**config.mk**
```make
export PLATFORM = sky130hd
export DESIGN_NAME = ita_step_sequencer
export DESIGN_NICKNAME = d
export VERILOG_FILES = /design/src/rtl/ita_step_sequencer.sv
export SDC_FILE = /design/constraint.sdc
export NUM_CORES = 1
export LEC_CHECK = 0
export ABC_AREA = 1
export CAP_MARGIN = 20
export CELL_PAD_IN_SITES_DETAIL_PLACEMENT = 0
export CELL_PAD_IN_SITES_GLOBAL_PLACEMENT = 1
export CORE_MARGIN = 3
export CORE_UTILIZATION = 41
export DETAILED_ROUTE_END_ITERATION = 10
export PLACE_DENSITY_LB_ADDON = 0.1
export SLEW_MARGIN = 40
export SYNTH_ARGS = -nofsm -noshare
export SYNTH_HDL_FRONTEND = slang
export SYNTH_SLANG_ARGS = --single-unit
```
**constraint.sdc**
```tcl
create_clock -name clk_i -period 7.1 [get_ports clk_i]
set_input_delay 2.13 -clock clk_i [delete_from_list [all_inputs] [get_ports clk_i]]
set_output_delay 2.13 -clock clk_i [all_outputs]
set_load 0.005 [all_outputs]
```
**src/rtl/ita_step_sequencer.sv**
```systemverilog
// ITA step sequencer: walks a layer's step list, issues one token per (outer, inner) tile under an
// outstanding-tile cap, and barriers between steps. Define ITA_SEQ_PERF_EN for perf counters.
module ita_step_sequencer #(
  parameter int unsigned H              = 1,
  parameter int unsigned MaxOutstanding = 4,
  parameter int unsigned TileW          = 32,
  localparam int unsigned NHeadsW = (H + 1 > 1) ? $clog2(H + 1) : 1,
  localparam int unsigned HeadW   = (H > 1) ? $clog2(H) : 1
) (
  input  logic               clk_i,
  input  logic               rst_i,
  input  logic               start_i,
  input  logic [1:0]         layer_i,
  input  logic [NHeadsW-1:0] n_heads_i,
  input  logic [TileW-1:0]   tile_s_i,
  input  logic [TileW-1:0]   tile_e_i,
  input  logic [TileW-1:0]   tile_p_i,
  input  logic [TileW-1:0]   tile_f_i,
  output logic               issue_valid_o,
  input  logic               issue_ready_i,
  output logic [3:0]         step_o,
  output logic [HeadW-1:0]   head_o,
  output logic [TileW-1:0]   outer_o,
  output logic [TileW-1:0]   inner_o,
  output logic [2:0]         requant_idx_o,
  input  logic               tile_done_i,
  output logic               busy_o,
  output logic               done_o
`ifdef ITA_SEQ_PERF_EN
  ,
  output logic [31:0]        perf_busy_cycles_o,
  output logic [31:0]        perf_stall_cycles_o,
  output logic [31:0]        perf_drain_cycles_o
`endif
);

  localparam int unsigned OutW = $clog2(MaxOutstanding + 1);

  localparam logic [1:0] LayerAttention   = 2'd0;
  localparam logic [1:0] LayerFeedforward = 2'd1;
  localparam logic [1:0] LayerLinear      = 2'd2;
  localparam logic [1:0] LayerSingleAttn  = 2'd3;

  localparam logic [3:0] StepIdle   = 4'd0;
  localparam logic [3:0] StepQ      = 4'd1;
  localparam logic [3:0] StepK      = 4'd2;
  localparam logic [3:0] StepV      = 4'd3;
  localparam logic [3:0] StepQK     = 4'd4;
  localparam logic [3:0] StepAV     = 4'd5;
  localparam logic [3:0] StepOW     = 4'd6;
  localparam logic [3:0] StepF1     = 4'd7;
  localparam logic [3:0] StepF2     = 4'd8;
  localparam logic [3:0] StepMatMul = 4'd9;

  typedef enum logic [2:0] {StIdle, StNext, StIssue, StDrain, StFinish} state_e;

  state_e             state_q, state_d;
  logic [3:0]         step_q, step_d;
  logic [HeadW-1:0]   head_q, head_d;
  logic [TileW-1:0]   outer_q, outer_d;
  logic [TileW-1:0]   inner_q, inner_d;
  logic [OutW-1:0]    outst_q, outst_d;

  logic [1:0]         layer_q;
  logic [NHeadsW-1:0] n_heads_q;
  logic [TileW-1:0]   tile_s_q, tile_e_q, tile_p_q, tile_f_q;

  logic               cfg_load;
  logic               issue_valid;
  logic               xfer;
  logic               done_ok;
  logic [3:0]         nxt_step;
  logic [HeadW-1:0]   nxt_head;
  logic               nxt_none;
  logic               nxt_empty;
  logic [TileW-1:0]   cur_inner;
  logic [3:0]         step_m1;

  // Inner-dimension length of a step; the outer dimension is always s.
  function automatic logic [TileW-1:0] inner_len(input logic [3:0] step,
                                                 input logic [TileW-1:0] s,
                                                 input logic [TileW-1:0] e,
                                                 input logic [TileW-1:0] p,
                                                 input logic [TileW-1:0] f);
    case (step)
      StepQ, StepK, StepV, StepAV, StepMatMul: inner_len = p;
      StepQK:                                   inner_len = s;
      StepOW, StepF2:                           inner_len = e;
      StepF1:                                   inner_len = f;
      default:                                  inner_len = '0;
    endcase
  endfunction

  always_ff @(posedge clk_i) begin
    if (rst_i) begin
      layer_q   <= '0;
      n_heads_q <= '0;
      tile_s_q  <= '0;
      tile_e_q  <= '0;
      tile_p_q  <= '0;
      tile_f_q  <= '0;
    end else if (cfg_load) begin
      layer_q   <= layer_i;
      n_heads_q <= (n_heads_i > NHeadsW'(H)) ? NHeadsW'(H) : n_heads_i;
      tile_s_q  <= tile_s_i;
      tile_e_q  <= tile_e_i;
      tile_p_q  <= tile_p_i;
      tile_f_q  <= tile_f_i;
    end
  end

  // Successor of step_q in the layer's step list (step_q == Idle means "first step").
  always_comb begin
    nxt_step = step_q;
    nxt_head = head_q;
    nxt_none = 1'b0;
    if (step_q == StepIdle) begin
      nxt_head = '0;
      case (layer_q)
        LayerAttention: begin
          nxt_step = StepQ;
          nxt_none = (n_heads_q == '0);
        end
        LayerSingleAttn:  nxt_step = StepQ;
        LayerFeedforward: nxt_step = StepF1;
        LayerLinear:      nxt_step = StepMatMul;
        default:          nxt_none = 1'b1;
      endcase
    end else begin
      case (step_q)
        StepOW: begin
          if (layer_q == LayerAttention && (32'(head_q) + 32'd1) < 32'(n_heads_q)) begin
            nxt_step = StepQ;
            nxt_head = head_q + HeadW'(1);
          end else begin
            nxt_none = 1'b1;
          end
        end
        StepF2, StepMatMul: nxt_none = 1'b1;
        default:            nxt_step = step_q + 4'd1;
      endcase
    end
  end

  assign nxt_empty = (tile_s_q == '0) ||
                     (inner_len(nxt_step, tile_s_q, tile_e_q, tile_p_q, tile_f_q) == '0);
  assign cur_inner = inner_len(step_q, tile_s_q, tile_e_q, tile_p_q, tile_f_q);

  assign issue_valid = (state_q == StIssue) && (32'(outst_q) < MaxOutstanding);
  assign xfer        = issue_valid && issue_ready_i;
  assign done_ok     = tile_done_i && (outst_q != '0);

  always_comb begin
    state_d  = state_q;
    step_d   = step_q;
    head_d   = head_q;
    outer_d  = outer_q;
    inner_d  = inner_q;
    outst_d  = outst_q;
    cfg_load = 1'b0;

    if (xfer && !done_ok) begin
      outst_d = outst_q + 1'b1;
    end else if (!xfer && done_ok) begin
      outst_d = outst_q - 1'b1;
    end

    case (state_q)
      StIdle: begin
        if (start_i) begin
          cfg_load = 1'b1;
          state_d  = StNext;
          step_d   = StepIdle;
          head_d   = '0;
          outer_d  = '0;
          inner_d  = '0;
        end
      end
      StNext: begin
        if (nxt_none) begin
          state_d = StFinish;
        end else begin
          step_d  = nxt_step;
          head_d  = nxt_head;
          outer_d = '0;
          inner_d = '0;
          // Empty steps stay in Next for one cycle and are skipped.
          if (!nxt_empty) begin
            state_d = StIssue;
          end
        end
      end
      StIssue: begin
        if (xfer) begin
          if (inner_q == cur_inner - 1'b1) begin
            if (outer_q == tile_s_q - 1'b1) begin
              state_d = StDrain;
            end else begin
              inner_d = '0;
              outer_d = outer_q + 1'b1;
            end
          end else begin
            inner_d = inner_q + 1'b1;
          end
        end
      end
      StDrain: begin
        if (outst_q == '0) begin
          state_d = StNext;
        end
      end
      StFinish: begin
        state_d = StIdle;
        step_d  = StepIdle;
        head_d  = '0;
        outer_d = '0;
        inner_d = '0;
      end
      default: state_d = StIdle;
    endcase
  end

  always_ff @(posedge clk_i) begin
    if (rst_i) begin
      state_q <= StIdle;
      step_q  <= StepIdle;
      head_q  <= '0;
      outer_q <= '0;
      inner_q <= '0;
      outst_q <= '0;
    end else begin
      state_q <= state_d;
      step_q  <= step_d;
      head_q  <= head_d;
      outer_q <= outer_d;
      inner_q <= inner_d;
      outst_q <= outst_d;
    end
  end

  assign step_m1       = step_q - 4'd1;
  assign requant_idx_o = (step_q >= StepQ && step_q <= StepF2) ? step_m1[2:0] : 3'd0;
  assign issue_valid_o = issue_valid;
  assign step_o        = step_q;
  assign head_o        = head_q;
  assign outer_o       = outer_q;
  assign inner_o       = inner_q;
  assign busy_o        = (state_q != StIdle);
  assign done_o        = (state_q == StFinish);

`ifdef ITA_SEQ_PERF_EN
  logic [31:0] perf_busy_q, perf_stall_q, perf_drain_q;

  // Saturating counters; Idle is not counted, so values hold after done.
  always_ff @(posedge clk_i) begin
    if (rst_i || cfg_load) begin
      perf_busy_q  <= '0;
      perf_stall_q <= '0;
      perf_drain_q <= '0;
    end else begin
      if (state_q != StIdle && perf_busy_q != '1) begin
        perf_busy_q <= perf_busy_q + 32'd1;
      end
      if (issue_valid && !issue_ready_i && perf_stall_q != '1) begin
        perf_stall_q <= perf_stall_q + 32'd1;
      end
      if (state_q == StDrain && perf_drain_q != '1) begin
        perf_drain_q <= perf_drain_q + 32'd1;
      end
    end
  end

  assign perf_busy_cycles_o  = perf_busy_q;
  assign perf_stall_cycles_o = perf_stall_q;
  assign perf_drain_cycles_o = perf_drain_q;
`endif

endmodule

```
==> key figures, run 1 <==
Outcome
  – Run status: finished clean

Final layout
  – Antenna Diode Count: 0
  – Post-layout net count: 2556
  – Post-route cell area: around 17000 um2
  – Filler cells: about 3500
  – Area taken by multi-input logic gates: between 8000 and 9000 um2
  – Fraction of layout instances using a drive strength above 1: 0.0367
  – Sequential cell area: ~4100 um2
  – Area added between synthesis and finish: 22.0%

Yosys
  – Number of instances in the synthesized netlist: roughly 2300
  – Yosys warning total: 0
  – Top-count cell post-synth: nand2_1
  – Share of cell area taken by muxes after synthesis: 0
  – Fraction of the yosys area taken by sequential cells: 0.294
  – Mean instance size in the synthesized netlist: between 6 and 7 um2
  – Complex-gate fraction of the synthesized area: 0.150
  – Commonest cells post-synth: nand2_1 (507), inv_1 (317), nor2_1 (256)
  – Yosys top cell area share: 0.294
  – Mapped Area: 14000 um2
  – Net count of the mapped netlist: about 2400
  – Yosys reg bits: approximately 200
  – Combinational family with the most area after synthesis: simple AND/OR/NAND/NOR gates
  – Ranking of synthesized cells by area: dfxtp_1 (29%), nand2_1 (14%), inv_1 (8.5%), a21oi_1 (7.4%), nor2_1 (6.9%)
  – Prevailing post-synth register cell: dfxtp_1
  – Synthesized-area fraction occupied by xor and xnor cells: 0.0841
  – Fraction of the mapped netlist area in simple logic gates: 0.340
  – Post-Synth Adder-Cell Area: 0.0121
  – EDFF count, synth: 0
  – Async S/R FF share, synth: 0
  – Distinct cell type count of the synthesized netlist: 46
  – Area leader, netlist: dfxtp_1

STA
  – Fmax achieved: just under 200 MHz
  – Worst max-slew margin expressed relative to the limit: 0.407
  – Setup_tns: 0 ns
  – Final worst hold slack: 0.462 ns
  – Count of endpoints failing hold in the final timing report: 0
  – Final slew viol count: 0
  – Final period demand of the worst path: 5.07 ns
  – Tightest Pin Transition: between 0.8 and 0.9 ns
  – RSZ-0062 raised after global routing: no
  – Final Cycle Share: 0.714
  – Count of endpoints failing setup in the final report: 0
  – Setup clock skew after layout: between 0.01 and 0.015 ns

Setup path
  – Arrival time reported for the critical path endpoint: ~5.5 ns
  – Kind of start point of the critical path: flip-flop
  – Crit Path Category: flip-flop to flip-flop
  – Setup slack, reg-to-reg: 2.03 ns
  – Worst path slowest cell: dfxtp_1
  – Startpoint of the most critical setup path: step_o[0]$_SDFFE_PP0P_
  – Launch instance of the worst register-to-register path: step_o[0]$_SDFFE_PP0P_
  – CP delay by family, top: simple AND/OR/NAND/NOR gates
  – Largest fanout on the critical path: 35
  – CP max stage delay: roughly 0.59 ns
  – Cells along the critical path: inv_1, ha_1, inv_1, nand2_1, nand2_1, nand3_2, nand2_1, nand3_1, inv_1, ha_1, nand3_1, nor2_4, nand2_1, o21bai_1, nand2_1, nor2_1, nand2_1, nor2_2, nand3_4, nand2_4, nand2_4, o21bai_1, nor2_1
  – Buffers plus inverters on the worst setup path: 3
  – Critical Path Most Common Cell: nand2_1
  – Required time of the critical path: roughly 7.5 ns
  – Crit. End Element: flip-flop
  – Number of stages on the worst setup path: 23
  – Last element of the critical path: outer_o[2]$_SDFFE_PP0P_
  – R2R cell count: 23
  – Endpoint of the worst register-to-register path: outer_o[2]$_SDFFE_PP0P_

Floorplan
  – Area of the core: approximately 34000 um2
  – Die area: ~36000 um2
  – Y dimension of the die: between 150 and 200 um
  – Cell row count: 67
  – Overall die width: around 190 um
  – Io pins: between 200 and 250
  – Starting utilization of the core area: 0.417

GRT
  – Number of antenna violations at the first check in global routing: 0
  – Maximum number of pins on one net before global-route repair: between 100 and 150
  – All-Layer GR Usage: 0.266
  – Congestion Overflow GR: 0
  – Global-route wire length before repair: ~77 mm
  – Vias in the first global route: 13500

Flow run
  – Max_cap viols: 0

Route
  – Detailed Routing Iterations Pass 1: 5
  – Routed Wire Length: around 50 mm
  – Drt drc: 0
  – Final routed wire length divided by cell count: roughly 17 um
  – Via count of the routed design: roughly 15000
  – Count of antenna-violating nets left after detailed routing: 0
  – 1st-iter DRT viols: roughly 1200
  – Detail-routed via count per cell: roughly 5.2

Power and ir drop
  – Pwr Density: 355 nW/um2
  – Leak pwr: roughly 0.0072 uW
  – Peak supply drop: 229 uV

Clock tree
  – Post-CTS Hold Fix Bufs: 0
  – Number of clock buffers inserted by TritonCTS: 25
  – CTS tree: built
  – Largest buffer count on any clock path: 3
  – Number of cells upsized or downsized after cts: 0
  – # clock sinks: roughly 200
  – Root buffer cell: clkbuf_16
  – Number of buffers inserted by post-CTS setup repair: 0
  – Clock slew at the register clock pins of the worst setup and hold paths: around 0.06 ns
  – H-tree depth: 1
  – Clock Latency Late Sink: approximately 0.55 ns

Placement
  – Placed inst area: 16300 um2
  – Buffers on Ports: 210
  – Routability Congestion: ~0.96
  – DP HPWL: 39.1 mm

Worst hold path
  – Hold Crit Start: tile_e_q[19]$_SDFFE_PP0P_
  – Worst min-delay path class: flip-flop to flip-flop
-- metrics by stage --
stage	instances	power [uW]	setup slack (ns)	utilization
after floorplan	2258	3940	3.54	-
after global placement	2828	4790	1.82	0.485
after detailed placement	2828	4830	1.73	0.486
after CTS	2870	6080	2.09	0.509
after global routing	2870	6600	1.50	0.509
final	2870	6070	2.03	0.509
-- report_power, final --
part	switching [uW]	internal (uW)	total, uW	leakage (uW)
clock network	518	711	1230	0.000383
registers	258	1380	1640	0.00169
logic	2180	1020	3200	0.00516
total	2960	3110	6070	0.00723
-- worst reg2reg max path: stages (launching register included) --
cell      delay [ns]
dfxtp_1         0.59
inv_1           0.20
ha_1            0.30
inv_1           0.07
nand2_1         0.05
nand2_1         0.07
nand3_2         0.42
nand2_1         0.19
nand3_1         0.27
inv_1           0.20
ha_1            0.22
nand3_1         0.19
nor2_4          0.26
nand2_1         0.15
o21bai_1        0.14
nand2_1         0.06
nor2_1          0.10
nand2_1         0.06
nor2_2          0.15
nand3_4         0.25
nand2_4         0.41
nand2_4         0.33
o21bai_1        0.24
nor2_1          0.05
-- sequential cells by signal, indices dropped and copies added (netlist names) --
register and flops:
step_o 4, tile_f_q 32, head_o 1, layer_q 2
tile_p_q 32, tile_e_q 32, state_q 3, inner_o 32
outst_q 3, n_heads_q 1, outer_o 32, tile_s_q 32
-- placed cells by master, fill, tap and decap left out, types with 2 or more instances in the layout --
master,Yosys,final
o21bai_1,10,10
inv_4,2,2
nand3_2,2,2
nor2_2,13,12
nand2_2,2,2
clkbuf_8,0,6
xor2_1,99,99
buf_4,4,9
nand3b_1,12,12
a211oi_1,2,2
ha_1,12,12
nor2_4,6,7
xnor2_1,28,28
a21oi_1,208,208
nand3_4,2,3
nand4_1,44,44
clkinv_4,0,2
nor2_1,256,256
inv_1,317,315
or2_2,2,2
xnor3_1,3,3
clkdlybuf4s50_1,0,209
dfxtp_1,206,206
nand3_1,164,163
clkbuf_1,65,5
nand2_4,5,5
o21ai_1,3,3
nor3_1,45,45
o21ai_0,153,153
inv_2,2,2
o211ai_1,2,2
clkinv_2,0,4
nor4_1,25,24
nand2_1,507,507
o2111ai_1,16,16
clkbuf_16,0,25
-- kinds of logic (layout without fill, tap and decap cells) --
| family | count (synthesis) | after routing |
|---|---|---|
| simple gates | 1091 | 1091 |
| buf+inv | 419 | 583 |
| compound gates | 399 | 399 |
| flops | 206 | 206 |
| xor+xnor | 130 | 130 |
| fa+ha+maj | 13 | 13 |
-- routing by layer --
metal | vias up | routed length, um | global-route usage
met3 | 61 | 2930 | 0.0326
li1 | 7560 | - | -
met2 | 460 | 20300 | 0.388
met5 | - | 0 | 0
met4 | 0 | 1400 | 0.0700
met1 | 6841 | 25100 | 0.410
-- worst min path at each step --
stage               depth (start not counted)  slack, ns                   endpoint
floorplan                                   2       0.43     n_heads_q$_SDFFE_PP0P_
detailed placement                          2       0.45  tile_e_q[19]$_SDFFE_PP0P_
finish                                      2       0.46  tile_e_q[19]$_SDFFE_PP0P_
global route                                2       0.48  tile_e_q[19]$_SDFFE_PP0P_
global placement                            2       0.45  tile_e_q[19]$_SDFFE_PP0P_
CTS                                         2       0.46  tile_e_q[19]$_SDFFE_PP0P_
-- layout make-up --
type	instances	share of cell area
flip-flops and latches	206	0.241
clock buffers	36	0.0425
clock inverters	6	0.00322
well taps	448	0.0328
multi-input cells	1633	0.482
repair buffers	220	0.128
inverters	321	0.0709
Note: power is estimated with default switching activity, not from simulation.
==> inputs of run 2 (changes only) <==
Settings changed: CORE_UTILIZATION 41 to 35.
Clock period 7.1 ns to 4.1 ns, I/O delays scaled along.
==> run 2 against run 1 <==
First-iteration DRC count down 27%. Global-route usage shrank 1.6 points. Routed wire length rose by 8.3%.
==> key figures, run 2 (synthesis gave the netlist of run 1 again) <==
Final layout
  – Filler cells: approximately 4200
  – Area added between synthesis and finish: 25.3%
  – Final core utilization: 0.449
  – Post-layout net count: approximately 2600
  – Commonest non-fill, non-tap cell in the layout: nand2_1
  – Antenna Diode Count: 0
  – Fraction of layout instances using a drive strength above 1: 0.0550
  – Commonest cells after routing, fill and taps aside: nand2_1 (507), inv_1 (316), nor2_1 (245)

Power and ir drop
  – Pwr Density: roughly 630 nW/um2
  – Leak pwr: roughly 0.0074 uW
  – Peak supply drop: approximately 390 uV

Clock tree
  – # clock sinks: just over 200
  – Number of clock buffers inserted by TritonCTS: 25
  – Largest buffer count on any clock path: 3
  – Root buffer cell: clkbuf_16
  – Clock Latency Late Sink: roughly 0.55 ns
  – CTS tree: built
  – Clock slew at the register clock pins of the worst setup and hold paths: about 0.06 ns
  – Post-CTS Hold Fix Bufs: 0
  – H-tree depth: 1

STA
  – Setup_tns: 0 ns
  – Final slew viol count: 0
  – Fin worst setup slack: 0.295 ns
  – Fmax achieved: 263 MHz
  – RSZ-0062 raised after global routing: no
  – Worst max-slew margin expressed relative to the limit: 0.483
  – Setup clock skew after layout: approximately 0.017 ns
  – Count of endpoints failing setup in the final report: 0
  – Final Cycle Share: 0.928
  – Final period demand of the worst path: roughly 3.8 ns
  – Count of endpoints failing hold in the final timing report: 0
  – Tightest Pin Transition: approximately 0.77 ns

Floorplan
  – Io pins: between 200 and 250
  – Starting utilization of the core area: 0.359
  – Cell row count: 72
  – Y dimension of the die: 206 um
  – Overall die width: approximately 210 um
  – Die area: 42500 um2
  – Area of the core: approximately 39000 um2

Setup path
  – Crit. End Element: output pin
  – Endpoint of the worst register-to-register path: outer_o[19]$_SDFFE_PP0P_
  – Crit Path Category: flip-flop to output pin
  – R2R cell count: 25
  – Launch instance of the worst register-to-register path: step_o[0]$_SDFFE_PP0P_
  – Setup slack, reg-to-reg: 0.34 ns
  – Arrival time reported for the critical path endpoint: approximately 2.6 ns
  – Required time of the critical path: 2.87 ns
  – Largest fanout on the critical path: 13
  – Kind of start point of the critical path: flip-flop

Route
  – Final routed wire length divided by cell count: about 18 um
  – Drt drc: 0
  – 1st-iter DRT viols: between 800 and 900
  – Detailed Routing Iterations Pass 1: 8
  – Detail-routed via count per cell: 5.02
  – Routed Wire Length: between 50 and 60 mm
  – Via count of the routed design: 14900
  – Count of antenna-violating nets left after detailed routing: 0

Flow run
  – Max_cap viols: 0

GRT
  – Vias in the first global route: between 10000 and 15000
  – Congestion Overflow GR: 0
  – Maximum number of pins on one net before global-route repair: 88
  – Number of antenna violations at the first check in global routing: 0
  – Global-route wire length before repair: approximately 82 mm
  – All-Layer GR Usage: 0.250

Placement
  – Buffers on Ports: 210
  – Routability Congestion: about 0.95
  – Pre-CTS setup slack: between 0.007 and 0.008 ns
  – DP HPWL: between 40 and 50 mm

Worst hold path
  – Worst min-delay path class: flip-flop to flip-flop
  – Number of cells traversed by the worst hold path: 2
  – Min-Delay Endpoint: n_heads_q$_SDFFE_PP0P_
  – Hold Crit Start: n_heads_q$_SDFFE_PP0P_

Outcome
  – Run status: finished clean
-- run 2: metrics by stage --
| step | total power [uW] | hold slack (ns) | area (um2) | cells |
|---|---|---|---|---|
| final | 11100 | 0.468 | 17600 | 2971 |
| after global routing | 12000 | 0.487 | 17600 | 2971 |
| after CTS | 10900 | 0.470 | 17400 | 2965 |
| after detailed placement | 8620 | 0.461 | 16600 | 2921 |
| after global placement | 8630 | 0.452 | 16600 | 2921 |
| after floorplan | 6810 | 0.429 | 14000 | 2258 |
-- run 2: routing by layer --
layer | GRT usage | up-vias | share of wire
li1 | - | 7619 | -
met1 | 0.378 | 6844 | 0.51
met2 | 0.376 | 397 | 0.42
met3 | 0.0282 | 57 | 0.051
met4 | 0.0599 | 0 | 0.024
met5 | 0 | - | 0
-- run 2: area by class of cell --
class                   instances  area [um2]  share of cell area
well taps                     518         648              0.0369
clock inverters                13         146             0.00833
multi-input cells            1633        8310               0.473
repair buffers                249        2450               0.140
flip-flops and latches        206        4130               0.235
clock buffers                  31         678              0.0386
inverters                     321        1210              0.0691
-- run 2: how the worst max path moves through the flow --
stage	startpoint	to	cells after the start
2_1_floorplan	step_o[0]$_SDFFE_PP0P_	outer_o[24]$_SDFFE_PP0P_	24
3_3_place_gp	step_o[1]$_SDFFE_PP0P_	outer_o[2]$_SDFFE_PP0P_	21
3_5_place_dp	step_o[1]$_SDFFE_PP0P_	outer_o[2]$_SDFFE_PP0P_	23
4_1_cts	step_o[1]$_SDFFE_PP0P_	outer_o[2]$_SDFFE_PP0P_	21
5_1_grt	step_o[0]$_SDFFE_PP0P_	outer_o[14]$_SDFFE_PP0P_	25
6_report	step_o[3]$_SDFFE_PP0P_	requant_idx_o[2]	7
-- run 2: critical path: stages (launching register included) --
cell,delay [ns]
dfxtp_1,0.57
inv_4,0.05
buf_4,0.19
nor2_1,0.18
nand2_2,0.11
o21a_1,0.15
a21oi_1,0.22
clkdlybuf4s50_1,0.56
-- run 2: report_power, final --
group          total [uW]  switching [uW]  internal, uW  leakage (uW)
sequential           2850             454          2400       0.00169
combinational        5920            3950          1970       0.00535
clock                2290             929          1360      0.000412
total               11100            5330          5720       0.00745
-- run 2: timing repair --
action,4_1_cts,5_1_grt
setup buffers,0,6
setup endpoints to repair,2,66
cloned,0,0
resized for setup,1,22
pin swaps,0,1
hold endpoints to repair,0,0
==> inputs of run 3 (changes only) <==
Settings changed: CELL_PAD_IN_SITES_DETAIL_PLACEMENT 0 to unset, CELL_PAD_IN_SITES_GLOBAL_PLACEMENT 1 to unset, CORE_UTILIZATION 35 to 50, PLACE_DENSITY set to 0.78, PLACE_DENSITY_LB_ADDON 0.1 to unset.
==> run 3 against run 2 <==
Register-to-register slack got worse by 0.06 ns. Final cell count decreased by 5.5%. Count of clock-buffer cells in the layout unchanged. Sequential cell count unchanged. Worst setup slack got worse by 0.014 ns. Non-clock buffer count decreased by 15. Combinational power decreased by 3.5%. Highest routed layer unchanged.
==> key figures, run 3 (synthesis gave the netlist of run 1 again) <==
Placement
  – Placed Instances: about 2800
  – Routability Congestion: roughly 1
  – Placed inst area: between 15000 and 20000 um2
  – DP HPWL: around 38 mm
  – Buffers on Ports: between 200 and 250
  – Pre-CTS setup slack: 0.162 ns

Final layout
  – Filler cells: between 2000 and 3000
  – Number of non-filler instances in the completed layout: approximately 2800
  – Post-route cell area: about 17000 um2
  – Post-layout net count: ~2600
  – Sequential cell area: slightly above 4000 um2
  – Antenna Diode Count: 0
  – Commonest cells after routing, fill and taps aside: nand2_1 (507), inv_1 (316), nor2_1 (254)
  – Fraction of layout instances using a drive strength above 1: 0.0431
  – Area taken by multi-input logic gates: about 8300 um2
  – Area added between synthesis and finish: 22.9%
  – Commonest non-fill, non-tap cell in the layout: nand2_1

Setup path
  – Endpoint of the worst register-to-register path: outer_o[22]$_SDFFE_PP0P_
  – Startpoint of the most critical setup path: step_o[3]$_SDFFE_PP0P_
  – Required time of the critical path: 2.87 ns
  – Largest fanout on the critical path: 14
  – CP max stage delay: around 0.60 ns
  – Arrival time reported for the critical path endpoint: about 2.6 ns
  – Launch instance of the worst register-to-register path: step_o[1]$_SDFFE_PP0P_
  – Kind of start point of the critical path: flip-flop
  – Crit Path Category: flip-flop to output pin
  – Worst path slowest cell: dfxtp_1
  – Setup slack, reg-to-reg: ~0.28 ns
  – Cells along the critical path: inv_4, nor2_1, nand2_2, o21a_1, a21oi_1, clkdlybuf4s50_1
  – R2R cell count: 23
  – Crit. End Element: output pin
  – Last element of the critical path: requant_idx_o[2]

STA
  – Setup clock skew after layout: between 0.01 and 0.015 ns
  – Count of endpoints failing setup in the final report: 0
  – Tightest Pin Transition: ~0.75 ns
  – Fmax achieved: 262 MHz
  – Worst max-slew margin expressed relative to the limit: 0.500
  – Setup_tns: 0 ns
  – Final period demand of the worst path: 3.82 ns
  – Final Cycle Share: 0.931
  – Count of endpoints failing hold in the final timing report: 0
  – Final slew viol count: 0
  – RSZ-0062 raised after global routing: no
  – Fin worst setup slack: between 0.2 and 0.3 ns

Clock tree
  – Post-CTS Hold Fix Bufs: 0
  – CTS tree: built
  – Root buffer cell: clkbuf_16
  – # clock sinks: approximately 200
  – Number of clock buffers inserted by TritonCTS: 23
  – H-tree depth: 1
  – Largest buffer count on any clock path: 3
  – Clock Latency Late Sink: 0.53 ns
  – Clock slew at the register clock pins of the worst setup and hold paths: about 0.06 ns

Route
  – Count of antenna-violating nets left after detailed routing: 0
  – 1st-iter DRT viols: ~1500
  – Routed Wire Length: a little under 50 mm
  – Detail-routed via count per cell: about 5.5
  – Via count of the routed design: ~15000
  – Detailed Routing Iterations Pass 1: 6
  – Drt drc: 0
  – Final routed wire length divided by cell count: 17.5 um

Floorplan
  – Starting utilization of the core area: 0.515
  – Io pins: between 200 and 250
  – Overall die width: approximately 170 um
  – Area of the core: roughly 27000 um2
  – Cell row count: 60
  – Y dimension of the die: approximately 170 um
  – Die area: 30100 um2

GRT
  – Maximum number of pins on one net before global-route repair: ~140
  – Vias in the first global route: between 10000 and 15000
  – All-Layer GR Usage: 0.309
  – Number of antenna violations at the first check in global routing: 0
  – Congestion Overflow GR: 0
  – Global-route wire length before repair: 75.5 mm

Power and ir drop
  – Leak pwr: roughly 0.0073 uW
  – PnR Total Power: 10800 uW
  – Pwr Density: approximately 630 nW/um2
  – Peak supply drop: around 430 uV

Outcome
  – Run status: finished clean

Flow run
  – Max_cap viols: 0

Worst hold path
  – Worst min-delay path class: flip-flop to flip-flop
run 3: worst min-delay path by stage:
| stage | start | to | slack [ns] | depth (start not counted) |
|---|---|---|---|---|
| 2_1_floorplan | n_heads_q$_SDFFE_PP0P_ | n_heads_q$_SDFFE_PP0P_ | 0.43 | 2 |
| 4_1_cts | tile_p_q[31]$_SDFFE_PP0P_ | tile_p_q[31]$_SDFFE_PP0P_ | 0.47 | 2 |
| 5_1_grt | tile_p_q[3]$_SDFFE_PP0P_ | tile_p_q[3]$_SDFFE_PP0P_ | 0.50 | 2 |
| 6_report | tile_p_q[31]$_SDFFE_PP0P_ | tile_p_q[31]$_SDFFE_PP0P_ | 0.47 | 2 |
| 3_3_place_gp | tile_e_q[26]$_SDFFE_PP0P_ | tile_e_q[26]$_SDFFE_PP0P_ | 0.45 | 2 |
| 3_5_place_dp | tile_p_q[31]$_SDFFE_PP0P_ | tile_p_q[31]$_SDFFE_PP0P_ | 0.46 | 2 |
run 3: layer usage:
layer  track usage  part of all wire  vias up  wire length (um)
li1              -                 -     7586                 -
met3        0.0445             0.080       82              3940
met2         0.460              0.42      680             20600
met1         0.460              0.47     6960             23100
met5             0                 0        -                 0
met4        0.0949             0.032        0              1590
run 3: area by class of cell:
| type | instances | share of cell area |
|---|---|---|
| Tap cell | 372 | 0.0270 |
| Multi-Input combinational cell | 1634 | 0.480 |
| Inverter | 321 | 0.0705 |
| Timing Repair Buffer | 234 | 0.135 |
| Sequential cell | 206 | 0.239 |
| Clock buffer | 31 | 0.0375 |
| Clock inverter | 10 | 0.0112 |
run 3: timing repair:
item	4_1_cts	5_1_grt
gates resized for setup	0	7
endpoints found under the setup margin	0	69
buffers inserted	0	3
run 3: stage by stage:
step	utilization	hold WS [ns]
after floorplan	-	0.429
after global placement	0.599	0.452
after detailed placement	0.599	0.456
after CTS	0.630	0.466
after global routing	0.633	0.495
final	0.633	0.465
run 3: worst max-delay path, delay by kind of cell (launching register included):
kind,cells,cell delay (ns)
and+or+nand+nor,2,0.28
AOI/OAI and AO/OA,2,0.45
DFF,1,0.60
buffers and inverters,2,0.73
run 3: where the power goes:
part	switching (uW)	internal (uW)	total (uW)
registers	445	2400	2840
logic	3850	1860	5710
clock network	869	1420	2290
